<file path="src/rtl/uart_cmd_parser.sv">
// ASCII hex command-line decoder fed by async_receiver bytes.
// Decodes "W AA DDDD CR" writes and "R AA CR" reads into one-cycle strobes.
module uart_cmd_parser #(
    parameter int TIMEOUT_CYCLES = 43400,
    parameter bit ACCEPT_LOWER   = 1'b1
) (
    input  logic        CLK_10MHZ,
    input  logic        rst,
    input  logic        rx_valid,
    input  logic [7:0]  rx_data,
    output logic        wr_stb,
    output logic        rd_stb,
    output logic [7:0]  cmd_addr,
    output logic [15:0] cmd_data,
    output logic        cmd_err,
    output logic        busy
);

    typedef enum logic [2:0] {
        S_IDLE    = 3'd0,
        S_ADDR    = 3'd1,
        S_DATA    = 3'd2,
        S_WAIT_CR = 3'd3,
        S_DISCARD = 3'd4
    } state_t;

    // Timeout fires on the edge where the idle count would reach TIMEOUT_CYCLES-1.
    localparam logic [15:0] TO_LAST = 16'(TIMEOUT_CYCLES - 2);

    // Returns {valid, nibble} for an ASCII hex digit.
    function automatic logic [4:0] hex_decode(input logic [7:0] ch, input logic lower_ok);
        logic [4:0] res;
        res = 5'b0_0000;
        if (ch >= 8'h30 && ch <= 8'h39) begin
            res = {1'b1, 4'(ch - 8'h30)};
        end else if (ch >= 8'h41 && ch <= 8'h46) begin
            res = {1'b1, 4'(ch - 8'h37)};
        end else if (lower_ok && ch >= 8'h61 && ch <= 8'h66) begin
            res = {1'b1, 4'(ch - 8'h57)};
        end else begin
            res = 5'b0_0000;
        end
        return res;
    endfunction

    state_t      state_r, state_s;
    logic [7:0]  addr_sh_r;
    logic [15:0] data_sh_r;
    logic [2:0]  nib_r;
    logic        is_wr_r;
    logic [15:0] to_cnt_r;

    logic [4:0]  hex_s;
    logic        hex_ok_s, is_cr_s, is_w_s, is_r_s, is_blank_s, timeout_s;
    logic        commit_s, err_s, addr_shift_s, data_shift_s, nib_clr_s;

    assign hex_s      = hex_decode(rx_data, ACCEPT_LOWER);
    assign hex_ok_s   = hex_s[4];
    assign is_cr_s    = (rx_data == 8'h0D);
    assign is_w_s     = (rx_data == 8'h57) || (ACCEPT_LOWER && rx_data == 8'h77);
    assign is_r_s     = (rx_data == 8'h52) || (ACCEPT_LOWER && rx_data == 8'h72);
    assign is_blank_s = is_cr_s || (rx_data == 8'h0A) || (rx_data == 8'h20);
    assign timeout_s  = !rx_valid && (state_r != S_IDLE) && (to_cnt_r == TO_LAST);

    // State register
    always_ff @(posedge CLK_10MHZ) begin
        if (rst) begin
            state_r <= S_IDLE;
        end else begin
            state_r <= state_s;
        end
    end

    // Next-state decode; bytes only advance the FSM on rx_valid cycles
    always_comb begin
        state_s = state_r;
        if (timeout_s) begin
            state_s = S_IDLE;
        end else if (rx_valid) begin
            case (state_r)
                S_IDLE: begin
                    if (is_w_s || is_r_s)  state_s = S_ADDR;
                    else if (is_blank_s)   state_s = S_IDLE;
                    else                   state_s = S_DISCARD;
                end
                S_ADDR: begin
                    if (hex_ok_s)          state_s = (nib_r == 3'd1) ? (is_wr_r ? S_DATA : S_WAIT_CR) : S_ADDR;
                    else if (is_cr_s)      state_s = S_IDLE;
                    else                   state_s = S_DISCARD;
                end
                S_DATA: begin
                    if (hex_ok_s)          state_s = (nib_r == 3'd3) ? S_WAIT_CR : S_DATA;
                    else if (is_cr_s)      state_s = S_IDLE;
                    else                   state_s = S_DISCARD;
                end
                S_WAIT_CR: begin
                    if (is_cr_s)           state_s = S_IDLE;
                    else                   state_s = S_DISCARD;
                end
                S_DISCARD: begin
                    if (is_cr_s)           state_s = S_IDLE;
                    else                   state_s = S_DISCARD;
                end
                default:                   state_s = S_IDLE;
            endcase
        end else begin
            state_s = state_r;
        end
    end

    // Action decode: shifts, nibble clears, commit and error events
    always_comb begin
        commit_s     = 1'b0;
        err_s        = 1'b0;
        addr_shift_s = 1'b0;
        data_shift_s = 1'b0;
        nib_clr_s    = 1'b0;
        if (timeout_s) begin
            err_s     = 1'b1;
            nib_clr_s = 1'b1;
        end else if (rx_valid) begin
            case (state_r)
                S_IDLE:    nib_clr_s = is_w_s || is_r_s;
                S_ADDR: begin
                    if (hex_ok_s) begin
                        addr_shift_s = 1'b1;
                        nib_clr_s    = (nib_r == 3'd1);
                    end else begin
                        err_s = is_cr_s;
                    end
                end
                S_DATA: begin
                    if (hex_ok_s) begin
                        data_shift_s = 1'b1;
                    end else begin
                        err_s = is_cr_s;
                    end
                end
                S_WAIT_CR: commit_s = is_cr_s;
                S_DISCARD: err_s    = is_cr_s;
                default:   err_s    = 1'b0;
            endcase
        end else begin
            err_s = 1'b0;
        end
    end

    // Shift registers, nibble counter, command type and idle timeout counter
    always_ff @(posedge CLK_10MHZ) begin
        if (rst) begin
            addr_sh_r <= 8'h00;
            data_sh_r <= 16'h0000;
            nib_r     <= 3'd0;
            is_wr_r   <= 1'b0;
            to_cnt_r  <= 16'h0000;
        end else begin
            if (addr_shift_s) addr_sh_r <= {addr_sh_r[3:0], hex_s[3:0]};
            if (data_shift_s) data_sh_r <= {data_sh_r[11:0], hex_s[3:0]};
            if (nib_clr_s) begin
                nib_r <= 3'd0;
            end else if (addr_shift_s || data_shift_s) begin
                nib_r <= nib_r + 3'd1;
            end
            if (rx_valid && state_r == S_IDLE && (is_w_s || is_r_s)) is_wr_r <= is_w_s;
            if (rx_valid || state_r == S_IDLE) begin
                to_cnt_r <= 16'h0000;
            end else if (to_cnt_r != 16'hFFFF) begin
                to_cnt_r <= to_cnt_r + 16'd1;
            end
        end
    end

    // Registered outputs; only a commit updates the address/data holding registers
    always_ff @(posedge CLK_10MHZ) begin
        if (rst) begin
            wr_stb   <= 1'b0;
            rd_stb   <= 1'b0;
            cmd_err  <= 1'b0;
            busy     <= 1'b0;
            cmd_addr <= 8'h00;
            cmd_data <= 16'h0000;
        end else begin
            wr_stb  <= commit_s && is_wr_r;
            rd_stb  <= commit_s && !is_wr_r;
            cmd_err <= err_s;
            busy    <= (state_s != S_IDLE);
            if (commit_s) cmd_addr <= addr_sh_r;
            if (commit_s && is_wr_r) cmd_data <= data_sh_r;
        end
    end

endmodule

</file>
<file path="config.mk">
export PLATFORM = sky130hd
export DESIGN_NAME = uart_cmd_parser
export DESIGN_NICKNAME = d
export VERILOG_FILES = /design/src/rtl/uart_cmd_parser.sv
export SDC_FILE = /design/constraint.sdc
export NUM_CORES = 1
export LEC_CHECK = 0
export BUFFER_PORTS_ARGS = -buffer_cell sky130_fd_sc_hd__clkbuf_2
export CAP_MARGIN = 20
export CORE_MARGIN = 1
export CORE_UTILIZATION = 55
export DETAILED_ROUTE_END_ITERATION = 10
export GPL_TIMING_DRIVEN = 0
export PLACE_DENSITY = 0.76
export SYNTH_ARGS = -nofsm -noshare
export SYNTH_HDL_FRONTEND = slang
export SYNTH_SLANG_ARGS = --single-unit
</file>
<file path="constraint.sdc">
create_clock -name CLK_10MHZ -period 2.5 [get_ports CLK_10MHZ]
set_input_delay 0.125 -clock CLK_10MHZ [delete_from_list [all_inputs] [get_ports CLK_10MHZ]]
set_output_delay 0.125 -clock CLK_10MHZ [all_outputs]
set_load 0.05 [all_outputs]
</file>
==> metrics, run 1 <==
status=finished, final reports clean; Max VDD drop=0.457 mV; CTS root buf=clkbuf_8; final worst-path cycle share=86.6%; routing usage on met2=37.1%; initial antenna violation count=0; chip width=81.2 um; hold endpoint=addr_sh_r[2]$_SDFFE_PP0P_; # resized after CTS=0; multi-input logic area=1800 sq um; reg2reg path depth=6; DR vias=2,880; Post-synth ARST share=0%; Worst Setup End Kind=register; r2r endpoint=cmd_data[12]$_SDFFE_PP0P_; HPWL Detailed=5290 um; worst-path cell chain=nand2b_1 > nor4_4 > nand2_1 > buf_2 > nand2_1 > a21oi_2; simple-gate portion of the synthesized area=24.7%; DRT Pass-1 Iters=4; FILL cells=522; fin nets=453; final hold viol count=0; CP Class=register to register; most frequent cells in the layout=dfxtp_1 (75), nand2_1 (62), nor2_1 (47); Initial DRC Count=162; Hold WC Path Type=input port to register; Placeable Area=5990 sq um; Seq/Total Area, Yosys=43.6%; CP Max Fanout=10; Critical Path Slowest Stage Cell=nor4_4; post-synthesis mux area share=6.17%; Post-synth EDFFs=0; Vias per Instance=5.63; WP buf/inv=1; main flop type after synthesis=dfxtp_1; Mapped Cells=386; Post-CTS Setup Bufs=0; GRT busiest layer=met2; vias in the first global route=2,633; Routed WL=7270 um; pwr/cell area=593 nW/um^2; hold_sp=rx_data[2]; syn avg cell area=8.93 sq um; Total Routing Usage GR=24.3%; GP Congestion=0.854; GR Layer Usage met3=4.61%; skew final=0.00923 ns; Clock Tree Buf Depth=2; Reg area=1500 sq um; leakage=1.42 nW; XOR/XNOR Fraction of Synth Area=2.54%; worst r2r src=state_r[2]$_SDFF_PP0_; Wirelength per Cell=14.2 um; TNS Setup=0 ns; Max-Cap Viols=0; CTS sink count=75; top-level I/O count=39; Synth Net Count=406; PortBufs=36; GR Overflow Total=0; number of H-tree levels=3; number of synthesized register bits=75; Slew headroom=56.4%; CTS tree=built; main combinational cell family by area after synthesis=simple AND/OR/NAND/NOR gates; Residual DRC=0; CP top delay family=simple AND/OR/NAND/NOR gates; # hold bufs at CTS=0; layout cells sized above 1=19.9%; commonest non-fill, non-tap cell in the layout=dfxtp_1; hold path depth=3; clock slew at reported path FFs=0.08 ns; Final setup viols=0; required time worst endpoint=2.71 ns; Post-Synth Adder-Cell Area=3.27%; FP Rows=28; WP data arrival=2.38 ns; RSZ-0062 raised after global routing=no; GRT met1 Usage=33.7%; ANT cells=0; Power Total=0.00233 W; Detail Route Antenna Nets=0; CP startpoint kind=register; Initial Util=57.5%; R2R Setup Slk=0.33 ns; first-pass GRT wire length=12,100 um; Period minus WS final=2.17 ns; pins over their slew limit=0; synth warn=0; Max Freq=0.462 GHz; largest net degree at the start of global routing=14; Slew @ Worst Pin=0.654 ns; area of the die=6590 sq um; Die Ht=81.2 um; clock latency on the worst-skew pair=0.35 ns; Synth cell types=54; slowest stage delay, CP=0.61 ns; CP most frequent cell=nand2_1; Compound-Gate Fraction of Synth Area=15.5%; critical path depth in cells=6; Mapped Area=3450 sq um; area grow syn2layout=14.2%; Num CTS Buffers=9
logic make-up (layout without fill, tap and decap cells):
group                    Yosys count  after routing
flip-flops                        75             75
multiplexers                      21             21
AND/OR/NAND/NOR                  172            172
XOR/XNOR                          10             10
AO/OA/AOI/OAI                     72             72
adder cells (fa/ha/maj)            9              9
buffers and inverters             27             78
cell type report:
class	instances	area share, %
flip-flops and latches	75	38.2
clock buffers	9	3.15
clock inverters	6	2.29
repair buffers	36	4.58
inverters	8	0.763
multi-input cells	284	45.7
well taps	75	2.38
plain buffers	19	2.99
state kept, by name, indices dropped and copies added (netlist names), 3 cells and up:
register and cells:
cmd_data 16, data_sh_r 16, to_cnt_r 16, addr_sh_r 8, cmd_addr 8, nib_r 3, state_r 3
worst register-to-register path, delay by kind of cell, from the launching register on:
kind / cells / cell delay [ns]
simple gates: 4 / 1.33
flops: 1 / 0.38
compound gates: 1 / 0.05
buf+inv: 1 / 0.27
routing by layer:
metal  vias to the layer above  share of wire [%]
li1                       1445                  -
met1                      1364                 50
met2                        61                 45
met3                        10                4.3
met4                         0                1.3
met5                         -                  0
synth_stat cells, drive strengths merged, types with 2 or more instances:
cell     instances  area, sq um
a211oi           8         80.1
a21oi           32          201
a31o             2         17.5
a31oi            3         18.8
and2             3         20.0
and3             7         43.8
and4             3         26.3
buf              9         80.1
clkbuf          10         37.5
dfxtp           75         1500
ha               9          113
inv              8         30.0
mux2             2         22.5
mux2i           19          190
nand2           62          233
nand2b           2         12.5
nand3            9         50.1
nand3b           5         37.5
nand4            4         25.0
nand4bb          2         22.5
nor2            47          176
nor2b            4         25.0
nor3            10         50.1
nor3b            3         22.5
nor4             2         27.5
o2111ai          2         17.5
o211ai           5         37.5
o21ai            9         45.0
o311a            3         32.5
or3              4         30.0
xor2             9         78.8
worst max path at each step:
| stage | start | endpoint |
|---|---|---|
| floorplan | rx_data[0] | data_sh_r[15]$_SDFFE_PP0P_ |
| global placement | rx_data[0] | data_sh_r[10]$_SDFFE_PP0P_ |
| detailed placement | rx_data[0] | data_sh_r[11]$_SDFFE_PP0P_ |
| CTS | state_r[2]$_SDFF_PP0_ | cmd_data[12]$_SDFFE_PP0P_ |
| global route | state_r[2]$_SDFF_PP0_ | cmd_data[12]$_SDFFE_PP0P_ |
| finish | state_r[2]$_SDFF_PP0_ | cmd_data[12]$_SDFFE_PP0P_ |
power breakdown:
part           internal (W)  total (W)  switching, W
clock network      0.000560    0.00102      0.000459
logic             0.0000353   0.000112     0.0000764
registers           0.00120    0.00120    0.00000444
total               0.00179    0.00233      0.000539
per-stage QoR:
step | std cells | instance area (sq um) | hold slack (ns) | setup slack [ns] | util [%]
after floorplan | 386 | 3450 | 0.421 | 0.705 | -
after CTS | 512 | 3940 | 0.152 | 0.336 | 65.7
after global placement | 497 | 3720 | 0.440 | 0.349 | 62.1
after global routing | 512 | 3940 | 0.182 | 0.0922 | 65.7
after detailed placement | 497 | 3720 | 0.444 | 0.249 | 62.1
final | 512 | 3940 | 0.157 | 0.334 | 65.7
Note: power is estimated with default switching activity, not from simulation.
==> run 2: changes to the inputs <==
--- a/config.mk
+++ b/config.mk
@@ -12,6 +12,7 @@
 export DETAILED_ROUTE_END_ITERATION = 10
 export GPL_TIMING_DRIVEN = 0
 export PLACE_DENSITY = 0.76
+export SETUP_SLACK_MARGIN = 0.1
 export SYNTH_ARGS = -nofsm -noshare
 export SYNTH_HDL_FRONTEND = slang
 export SYNTH_SLANG_ARGS = --single-unit
==> constraint.sdc (replaced) <==
create_clock -name CLK_10MHZ -period 2.5 [get_ports CLK_10MHZ]
set_input_delay 0.125 -clock CLK_10MHZ [delete_from_list [all_inputs] [get_ports CLK_10MHZ]]
set_output_delay 0.125 -clock CLK_10MHZ [all_outputs]
set_load 0.02 [all_outputs]
==> run 2 against run 1 <==
Against the previous run: final cell count is the same; via count decreased by 0.24%; sequential cell count unchanged; non-clock buffer count is the same; first-iteration DRC count is 11% lower; cell area is the same; global-route usage did not move; count of clock-buffer cells in the layout stayed put; combinational power shrank 4%; total power fell by 0.29%; critical path depth unchanged; critical path type unchanged; critical endpoint unchanged; largest cell class unchanged.
==> metrics, run 2 (same netlist as run 1, synthesis figures left out) <==
status=finished, final reports clean; layout cells sized above 1=19.9% (unchanged); Net Switching=0.000532 W (-1.3%); # hold bufs at CTS=0 (unchanged); Slew headroom=56.5% (+0.13 points); worst setup margin=0.348 ns (+0.0132 ns); Placeable Area=5990 sq um (unchanged); Initial Util=57.5% (unchanged); CP most frequent cell=nand2_1; biggest regs=cmd_data (16), data_sh_r (16), to_cnt_r (16); ANT cells=0 (unchanged); CP startpoint kind=register; required time worst endpoint=2.71 ns (about the same); final hold viol count=0 (unchanged); chip width=81.2 um (unchanged); Power Internal=0.00179 W (about the same); worst r2r src=state_r[2]$_SDFF_PP0_; commonest non-fill, non-tap cell in the layout=dfxtp_1; final worst-path cycle share=86.1% (-0.53 points); Sw Ratio=22.9% (-0.24 points); first-pass GRT wire length=12,100 um (unchanged); Worst Setup End Kind=register; Detail Route Antenna Nets=0 (unchanged); Routed WL=7260 um (-0.14%); skew final=0.00894 ns (-0.000289 ns); top-level I/O count=39 (unchanged); Initial DRC Count=144 (-11%); part of the power in the clock network=43.6% (about the same); initial antenna violation count=0 (unchanged); Max VDD drop=0.457 mV (about the same); FP Rows=28 (unchanged); Clock Tree Buf Depth=2 (unchanged); Num CTS Buffers=9 (unchanged); Critical Path Start=state_r[2]$_SDFF_PP0_; CTS sink count=75 (unchanged); Period minus WS final=2.15 ns (-0.0132 ns); TNS Setup=0 ns (unchanged); # resized after CTS=0 (unchanged); CTS root buf=clkbuf_8; WP data arrival=2.36 ns (-0.02 ns); leakage=1.42 nW (unchanged); GR Overflow Total=0 (unchanged); area grow syn2layout=14.2% (unchanged); Reg power frac=51.7% (about the same); Max Freq=0.465 GHz (+0.61%); Die Ht=81.2 um (unchanged); final hold slack=0.164 ns (+0.00663 ns); fin nets=453 (unchanged); slowest stage delay, CP=0.59 ns (-0.02 ns); PortBufs=36 (unchanged); Post-CTS Setup Bufs=0 (unchanged); clock latency on the worst-skew pair=0.35 ns (about the same); hold_sp=rx_data[2]; area of the die=6590 sq um (unchanged); Max-Cap Viols=0 (unchanged); number of H-tree levels=3 (unchanged); pwr/cell area=591 nW/um^2 (-0.29%); DR vias=2,873 (-0.24%); Slew @ Worst Pin=0.652 ns (-0.00195 ns); DRT Pass-1 Iters=5 (+1); Wirelength per Cell=14.2 um (-0.14%); Critical Path Slowest Stage Cell=nor4_4; RSZ-0062 raised after global routing=no; Post-Place Worst Slack=0.249 ns (unchanged); FILL cells=522 (unchanged); clock slew at reported path FFs=0.08 ns (about the same); most frequent cells in the layout=dfxtp_1 (75), nand2_1 (62), nor2_1 (47); CTS tree=built; Final setup viols=0 (unchanged); vias in the first global route=2,633 (unchanged); pins over their slew limit=0 (unchanged); worst-path cell chain=nand2b_1 > nor4_4 > nand2_1 > buf_2 > nand2_1 > a21oi_2; Vias per Instance=5.61 (-0.24%); GP Congestion=0.854 (unchanged); Hold WC Path Type=input port to register; logic gate share of total power=4.7% (about the same); CP Class=register to register; CP Max Fanout=10 (unchanged); HPWL Detailed=5290 um (unchanged); Total Routing Usage GR=24.3% (unchanged); largest net degree at the start of global routing=14 (unchanged); Residual DRC=0 (unchanged)
==> run 2: power by group through the flow <==
stage / sequential (W) / clock, W / combinational, W
floorplan: 0.00123 / 0 / 0.0000715
global placement: 0.00123 / 0 / 0.000105
detailed placement: 0.00123 / 0 / 0.000108
CTS: 0.00120 / 0.00104 / 0.000108
global route: 0.00120 / 0.00108 / 0.000119
finish: 0.00120 / 0.00101 / 0.000108
==> run 2: cell type report <==
type                       instances  area (sq um)  share of cell area [%]
multi-input combinational        284          1800                    45.7
sequential                        75          1500                    38.2
timing repair buffer              36           180                    4.58
clock buffer                       9           124                    3.15
buffer                            19           118                    2.99
tap                               75          93.8                    2.38
clock inverter                     6          90.1                    2.29
inverter                           8          30.0                   0.763
==> run 2: through the flow <==
step | cell area (sq um) | util (%) | power [W] | cells
finish | 3940 | 65.7 | 0.00233 | 512
global route | 3940 | 65.7 | 0.00240 | 512
CTS | 3940 | 65.7 | 0.00235 | 512
detailed placement | 3720 | 62.1 | 0.00134 | 497
global placement | 3720 | 62.1 | 0.00134 | 497
floorplan | 3450 | - | 0.00130 | 386
==> run 2: final timing paths <==
check | cells past startpoint | end | slack [ns]
worst min register to register | 2 | cmd_addr[3]$_SDFFE_PP0P_ | 0.45
worst max register to register | 6 | cmd_data[12]$_SDFFE_PP0P_ | 0.35
worst max-delay path | 6 | cmd_data[12]$_SDFFE_PP0P_ | 0.35
worst min-delay path | 3 | addr_sh_r[2]$_SDFFE_PP0P_ | 0.16
==> run 2: critical path, delay by kind of cell, from the launching register on <==
kind / cells / cell delay (ns)
AND/OR/NAND/NOR: 4 / 1.31
AO/OA/AOI/OAI: 1 / 0.05
buffers and inverters: 1 / 0.27
flip-flops: 1 / 0.38
==> run 2: layer usage <==
| layer | vias up | wire length [um] | GRT usage, % |
|---|---|---|---|
| li1 | 1449 | - | - |
| met1 | 1360 | 3560 | 33.7 |
| met2 | 55 | 3290 | 37.1 |
| met3 | 9 | 309 | 4.61 |
| met4 | 0 | 99 | 9.64 |
| met5 | - | 0 | 0 |
